File: src/rtl/warblade_pkg.sv
// rtl/warblade_pkg.sv - shared state encoding and defaults for the warblade game blocks
package warblade_pkg;

    typedef enum logic [1:0] {
        ST_IDLE   = 2'd0,
        ST_GRANT  = 2'd1,
        ST_FLIGHT = 2'd2,
        ST_COOL   = 2'd3
    } state_t;

    localparam int COOLDOWN_DEFAULT = 8;

endpackage

File: src/rtl/rr_picker.sv
// rtl/rr_picker.sv - combinational round-robin picker starting at a pointer
module rr_picker #(
    parameter int N_REQ = 4,
    parameter int ID_W  = 2
) (
    input  logic [N_REQ-1:0] req,
    input  logic [ID_W-1:0]  ptr,
    output logic             valid,
    output logic [ID_W-1:0]  winner,
    output logic [N_REQ-1:0] onehot
);

    // Scan upward from ptr with wrap; the first set request bit wins.
    always_comb begin
        int              idx;
        logic [ID_W-1:0] pos;
        valid  = 1'b0;
        winner = '0;
        onehot = '0;
        idx    = 0;
        pos    = '0;
        for (int i = 0; i < N_REQ; i++) begin
            idx = int'(ptr) + i;
            if (idx >= N_REQ) begin
                idx = idx - N_REQ;
            end
            pos = ID_W'(idx);
            if (!valid && req[pos]) begin
                valid       = 1'b1;
                winner      = pos;
                onehot[pos] = 1'b1;
            end
        end
    end

endmodule

File: src/rtl/missile_arbiter.sv
// rtl/missile_arbiter.sv - round-robin owner of the enemy missile engine with flight tracking and cooldown
module missile_arbiter
    import warblade_pkg::*;
#(
    parameter int N_REQ    = 4,
    parameter int ID_W     = 2,
    parameter int COOLDOWN = COOLDOWN_DEFAULT
) (
    input  logic             pclk,
    input  logic             rst,
    input  logic             frame_tick,
    input  logic             enable,
    input  logic [N_REQ-1:0] req,
    input  logic             missile_busy,
    output logic             launch,
    output logic [N_REQ-1:0] grant,
    output logic [ID_W-1:0]  grant_id,
    output logic [7:0]       shots_fired
);

    localparam logic [7:0]      CD_LOAD  = 8'(COOLDOWN);
    localparam logic [ID_W-1:0] LAST_IDX = ID_W'(N_REQ - 1);

    state_t           state, state_n;
    logic             launch_n;
    logic [N_REQ-1:0] grant_n;
    logic [ID_W-1:0]  grant_id_n;
    logic [7:0]       shots_n;
    logic [ID_W-1:0]  ptr, ptr_n;
    logic [7:0]       cd_cnt, cd_n;

    logic             pick_valid;
    logic [ID_W-1:0]  pick_id;
    logic [N_REQ-1:0] pick_onehot;
    logic [ID_W-1:0]  ptr_after_win;

    rr_picker #(
        .N_REQ (N_REQ),
        .ID_W  (ID_W)
    ) u_picker (
        .req    (req),
        .ptr    (ptr),
        .valid  (pick_valid),
        .winner (pick_id),
        .onehot (pick_onehot)
    );

    // Pointer moves one past the registered winner, wrapping at N_REQ.
    always_comb begin
        ptr_after_win = (grant_id == LAST_IDX) ? '0 : grant_id + 1'b1;
    end

    // Next-state and next-output decisions for the missile lifecycle.
    always_comb begin
        state_n    = state;
        launch_n   = 1'b0;
        grant_n    = grant;
        grant_id_n = grant_id;
        shots_n    = shots_fired;
        ptr_n      = ptr;
        cd_n       = cd_cnt;
        case (state)
            ST_IDLE: begin
                // Requests are looked at only here; a stale missile blocks the decision.
                if (enable && pick_valid && !missile_busy) begin
                    grant_n    = pick_onehot;
                    grant_id_n = pick_id;
                    launch_n   = 1'b1;
                    state_n    = ST_GRANT;
                end
            end
            ST_GRANT: begin
                shots_n = shots_fired + 8'd1;
                ptr_n   = ptr_after_win;
                state_n = ST_FLIGHT;
            end
            ST_FLIGHT: begin
                // Busy low ends the flight, including a missile that never took off.
                if (!missile_busy) begin
                    grant_n = '0;
                    if (COOLDOWN == 0) begin
                        state_n = ST_IDLE;
                    end else begin
                        cd_n    = CD_LOAD;
                        state_n = ST_COOL;
                    end
                end
            end
            ST_COOL: begin
                if (frame_tick) begin
                    cd_n = cd_cnt - 8'd1;
                    if (cd_cnt == 8'd1) begin
                        state_n = ST_IDLE;
                    end
                end
            end
            default: begin
                state_n = ST_IDLE;
            end
        endcase
    end

    // State and registered outputs; reset drops any grant without a launch.
    always_ff @(posedge pclk) begin
        if (rst) begin
            state       <= ST_IDLE;
            launch      <= 1'b0;
            grant       <= '0;
            grant_id    <= '0;
            shots_fired <= 8'd0;
            ptr         <= '0;
            cd_cnt      <= 8'd0;
        end else begin
            state       <= state_n;
            launch      <= launch_n;
            grant       <= grant_n;
            grant_id    <= grant_id_n;
            shots_fired <= shots_n;
            ptr         <= ptr_n;
            cd_cnt      <= cd_n;
        end
    end

endmodule

File: config.mk
export PLATFORM = sky130hd
export DESIGN_NAME = missile_arbiter
export DESIGN_NICKNAME = d
export VERILOG_FILES = /design/src/rtl/warblade_pkg.sv /design/src/rtl/rr_picker.sv /design/src/rtl/missile_arbiter.sv
export SDC_FILE = /design/constraint.sdc
export NUM_CORES = 1
export LEC_CHECK = 0
export CAP_MARGIN = 20
export CORE_MARGIN = 1.5
export CORE_UTILIZATION = 54
export DETAILED_ROUTE_END_ITERATION = 8
export PLACE_DENSITY = 0.8
export SYNTH_ARGS = -nofsm -noshare
export SYNTH_HDL_FRONTEND = slang
export SYNTH_HIERARCHICAL = 1
export SYNTH_SLANG_ARGS = --single-unit
File: constraint.sdc
create_clock -name pclk -period 3.29 [get_ports pclk]
set_clock_uncertainty 0.2 [all_clocks]
set_input_delay 0.4935 -clock pclk [delete_from_list [all_inputs] [get_ports pclk]]
set_output_delay 0.4935 -clock pclk [all_outputs]
set_load 0.005 [all_outputs]
==> results.sh <==
export IMPL_required_ns=3.36
export IMPL_synth_distinct_cells=48
export IMPL_cts_buffers=3
export IMPL_worst_slack_ns=0.497
export IMPL_synth_edf_count=0
export IMPL_grt_pass1_vias=1474
export IMPL_cap_violations=0
export IMPL_p_sw_share_pct=39.9
export IMPL_grt_first_pass_wirelength_mm=6.17
export IMPL_place_congestion=0.826
export IMPL_post_cts_buffers=0
export IMPL_rr_endpoint="state[1]"
export IMPL_io_pins=24
export IMPL_rows=20
export IMPL_ys_warn_count=6
export IMPL_dp_final_hpwl_mm=2.70
export IMPL_syn_inst=195
export IMPL_setup_worst_path_start_class="flop"
export IMPL_post_cts_resized=0
export IMPL_grt_use_total_pct=22.9
export IMPL_outcome="finished clean"
export IMPL_p_total_mw=1.34
export IMPL_synth_seq_cells=27
export IMPL_setup_violations_final=0
export IMPL_synth_nets=218
export IMPL_yosysSeqAreaShare_pct=30.9
export IMPL_via_per_inst=5.86
export IMPL_cp_arrival_ns=2.86
export IMPL_fin_tns_setup_ns=0
export IMPL_p_leak_nw=0.749
export IMPL_rr_startpoint="ptr[0]"
export IMPL_relSlewSlack_pct=42.8
export IMPL_hp_start="cd_cnt[5]"
export IMPL_path_delay_family="simple AND/OR/NAND/NOR gates"
export IMPL_worst_slew_pin_slew_ns=0.855
export IMPL_worst_path_largest_cell_delay_ns=0.49
export IMPL_totalWireLength_mm=3.62
export IMPL_fin_worst_hold_slack_ns=0.301
export IMPL_ys_async_sr_fraction_pct=0
export IMPL_min_to="cd_cnt[5]"
export IMPL_cp_max_fo=7
export IMPL_rsz0062_at_grt="false"
export IMPL_core_mm2=0.00308
export IMPL_critPathKind="reg -> reg"
export IMPL_area_delta_synth_final_pct=16.6
export IMPL_timing_final_crit_share_pct=84.9
export IMPL_final_common_cell="dfxtp_1"
export IMPL_port_buffers=23
export IMPL_p_sw_mw=0.536
export IMPL_first_pass_iters=4
export IMPL_slowest_stage="dfxtp_1"
export IMPL_maxSlewViolCount=0
export IMPL_route_detailed_drc=0
export IMPL_clkTransAtPathRegs_ns=0.16
export IMPL_pre_cts_ws_ns=0.259
export IMPL_n_antenna_cell=0
export IMPL_clk_latency_ns=0.35
export IMPL_p_per_area_mw_per_mm2=657
export IMPL_overflow=0
export IMPL_avgSynthCellArea_um2=8.98
export IMPL_chipWidth_um=60.0
export IMPL_cts_tree="yes"
export IMPL_postRouteAntennaNets=0
export IMPL_routedWlPerCell_um=13.7
export IMPL_fp_dieArea_mm2=0.00359
export IMPL_p_clk_share_pct=11.5
export IMPL_ctsHoldBuffers=0
export IMPL_num_nets_final=243
export IMPL_cp_end_kind="flop"
export IMPL_vias=1542
export IMPL_cp_startpoint="ptr[0]"
export IMPL_p_comb_share_pct=53.8
export IMPL_rrSetupSlack_ns=0.50
export IMPL_grt_max_degree=24
export IMPL_ctsHtreeMaxLevel=1
export IMPL_final_util_pct=66.3
export IMPL_dr_first_iter_drc_count=67
export IMPL_max_freq_mhz=358
export IMPL_seqPwrFrac_pct=34.7
export IMPL_syn_area_mm2=0.00175
export IMPL_synth_ff_type="dfxtp_1"
export IMPL_period_minus_slack_ns=2.79
export IMPL_cp_cell_sequence="inv_1, ha_1, mux4_2, nor3_1, nand2b_1, and3b_1, o21bai_1, and3_1, a31o_2"
export IMPL_ir_worst_vdd_uv=299
export IMPL_grt_antenna_before_repair=0
export IMPL_hold_violations=0
export IMPL_dieHeight_um=60.0
export IMPL_cts_buffer_depth=2
export IMPL_rr_worst_depth=9
export IMPL_min_path_cells=2
export IMPL_layout_drive_gt1_share_pct=9.59
export IMPL_internal_power_mw=0.806
export IMPL_min_path_type="reg -> reg"
export IMPL_initial_utilization_pct=56.9
export IMPL_final_cell_mix="dfxtp_1, nor2_1, clkdlybuf4s50_1"
export IMPL_crit_buf_inv=1
export IMPL_clock_sinks=27
export IMPL_clock_root_buffer="clkbuf_4"
==> how the worst max path moves through the flow <==
stage	end	slack, ns	cells past startpoint
CTS	state[1]	0.52	9
global route	state[1]	0.34	9
floorplan	state[1]	0.50	11
finish	state[1]	0.50	9
global placement	state[1]	0.33	8
detailed placement	state[1]	0.26	8
==> Yosys cell counts, drive strengths merged (2+ instances only) <==
| library cell | count | area [um2] |
|---|---|---|
| o2111ai | 2 | 17.5 |
| o21ai | 15 | 75.1 |
| buf | 3 | 33.8 |
| or3 | 7 | 46.3 |
| inv | 8 | 30.0 |
| dfxtp | 27 | 541 |
| nand4 | 3 | 18.8 |
| clkbuf | 5 | 28.8 |
| ha | 14 | 175 |
| nand2b | 3 | 18.8 |
| nand2 | 8 | 30.0 |
| nor2b | 5 | 31.3 |
| a22oi | 8 | 60.1 |
| mux2i | 9 | 90.1 |
| nor3 | 2 | 10.0 |
| o31ai | 2 | 15.0 |
| xor2 | 5 | 43.8 |
| mux4 | 4 | 97.6 |
| a21oi | 12 | 60.1 |
| and3 | 3 | 18.8 |
| nor2 | 23 | 86.3 |
| nand3 | 3 | 15.0 |
| or2 | 3 | 18.8 |
==> routing by layer <==
layer / vias to the layer above / GRT usage (%) / wire length (um)
li1: 759 / - / -
met1: 727 / 27.7 / 1590
met2: 49 / 38.5 / 1780
met3: 7 / 3.25 / 162
met4: 0 / 12.7 / 84
met5: - / 0 / 0
==> area by class of cell <==
cell class              instances  area [um2]
clock buffers                   3        22.5
inverters                       8        30.0
well taps                      44        55.1
flip-flops and latches         27         541
repair buffers                 28         268
fillers                       252        1040
clock inverters                 1        7.51
multi-input cells             152        1120
==> tightest hold or removal path: cells and delay by family (launching register included) <==
family | cells | cell delay [ns]
AOI/OAI and AO/OA | 2 | 0.13
DFF | 1 | 0.35
==> registers in the layout (all words and copies together) (netlist names) <==
name and cells:
grant 4, shots_fired 8, state 2, launch 1
cd_cnt 8, ptr 2, grant_id 2
==> per-stage QoR <==
step	std cells	instance area, um2
6_report	263	2040
5_1_grt	263	2040
4_1_cts	263	2040
3_5_place_dp	259	2010
3_3_place_gp	259	2010
2_1_floorplan	195	1750
==> power by group through the flow <==
stage          clock network, mW  registers, mW  logic [mW]
3_3_place_gp                   0          0.465       0.677
3_5_place_dp                   0          0.473       0.717
4_1_cts                    0.162          0.465       0.723
5_1_grt                    0.174          0.479       0.800
6_report                   0.155          0.465       0.722
2_1_floorplan                  0          0.459       0.567
==> kinds of logic (layout without fill, tap and decap cells) <==
logic type               after synthesis  after routing  share of synthesized area (%)
multiplexers                          14             14                           11.4
AND/OR/NAND/NOR                       69             69                           21.9
XOR/XNOR                               6              6                           3.00
flip-flops                            27             27                           30.9
AO/OA/AOI/OAI                         49             49                           17.6
adder cells (fa/ha/maj)               14             14                           10.0
buffers and inverters                 16             40                           5.29
Power figures use the tool's default switching activity.
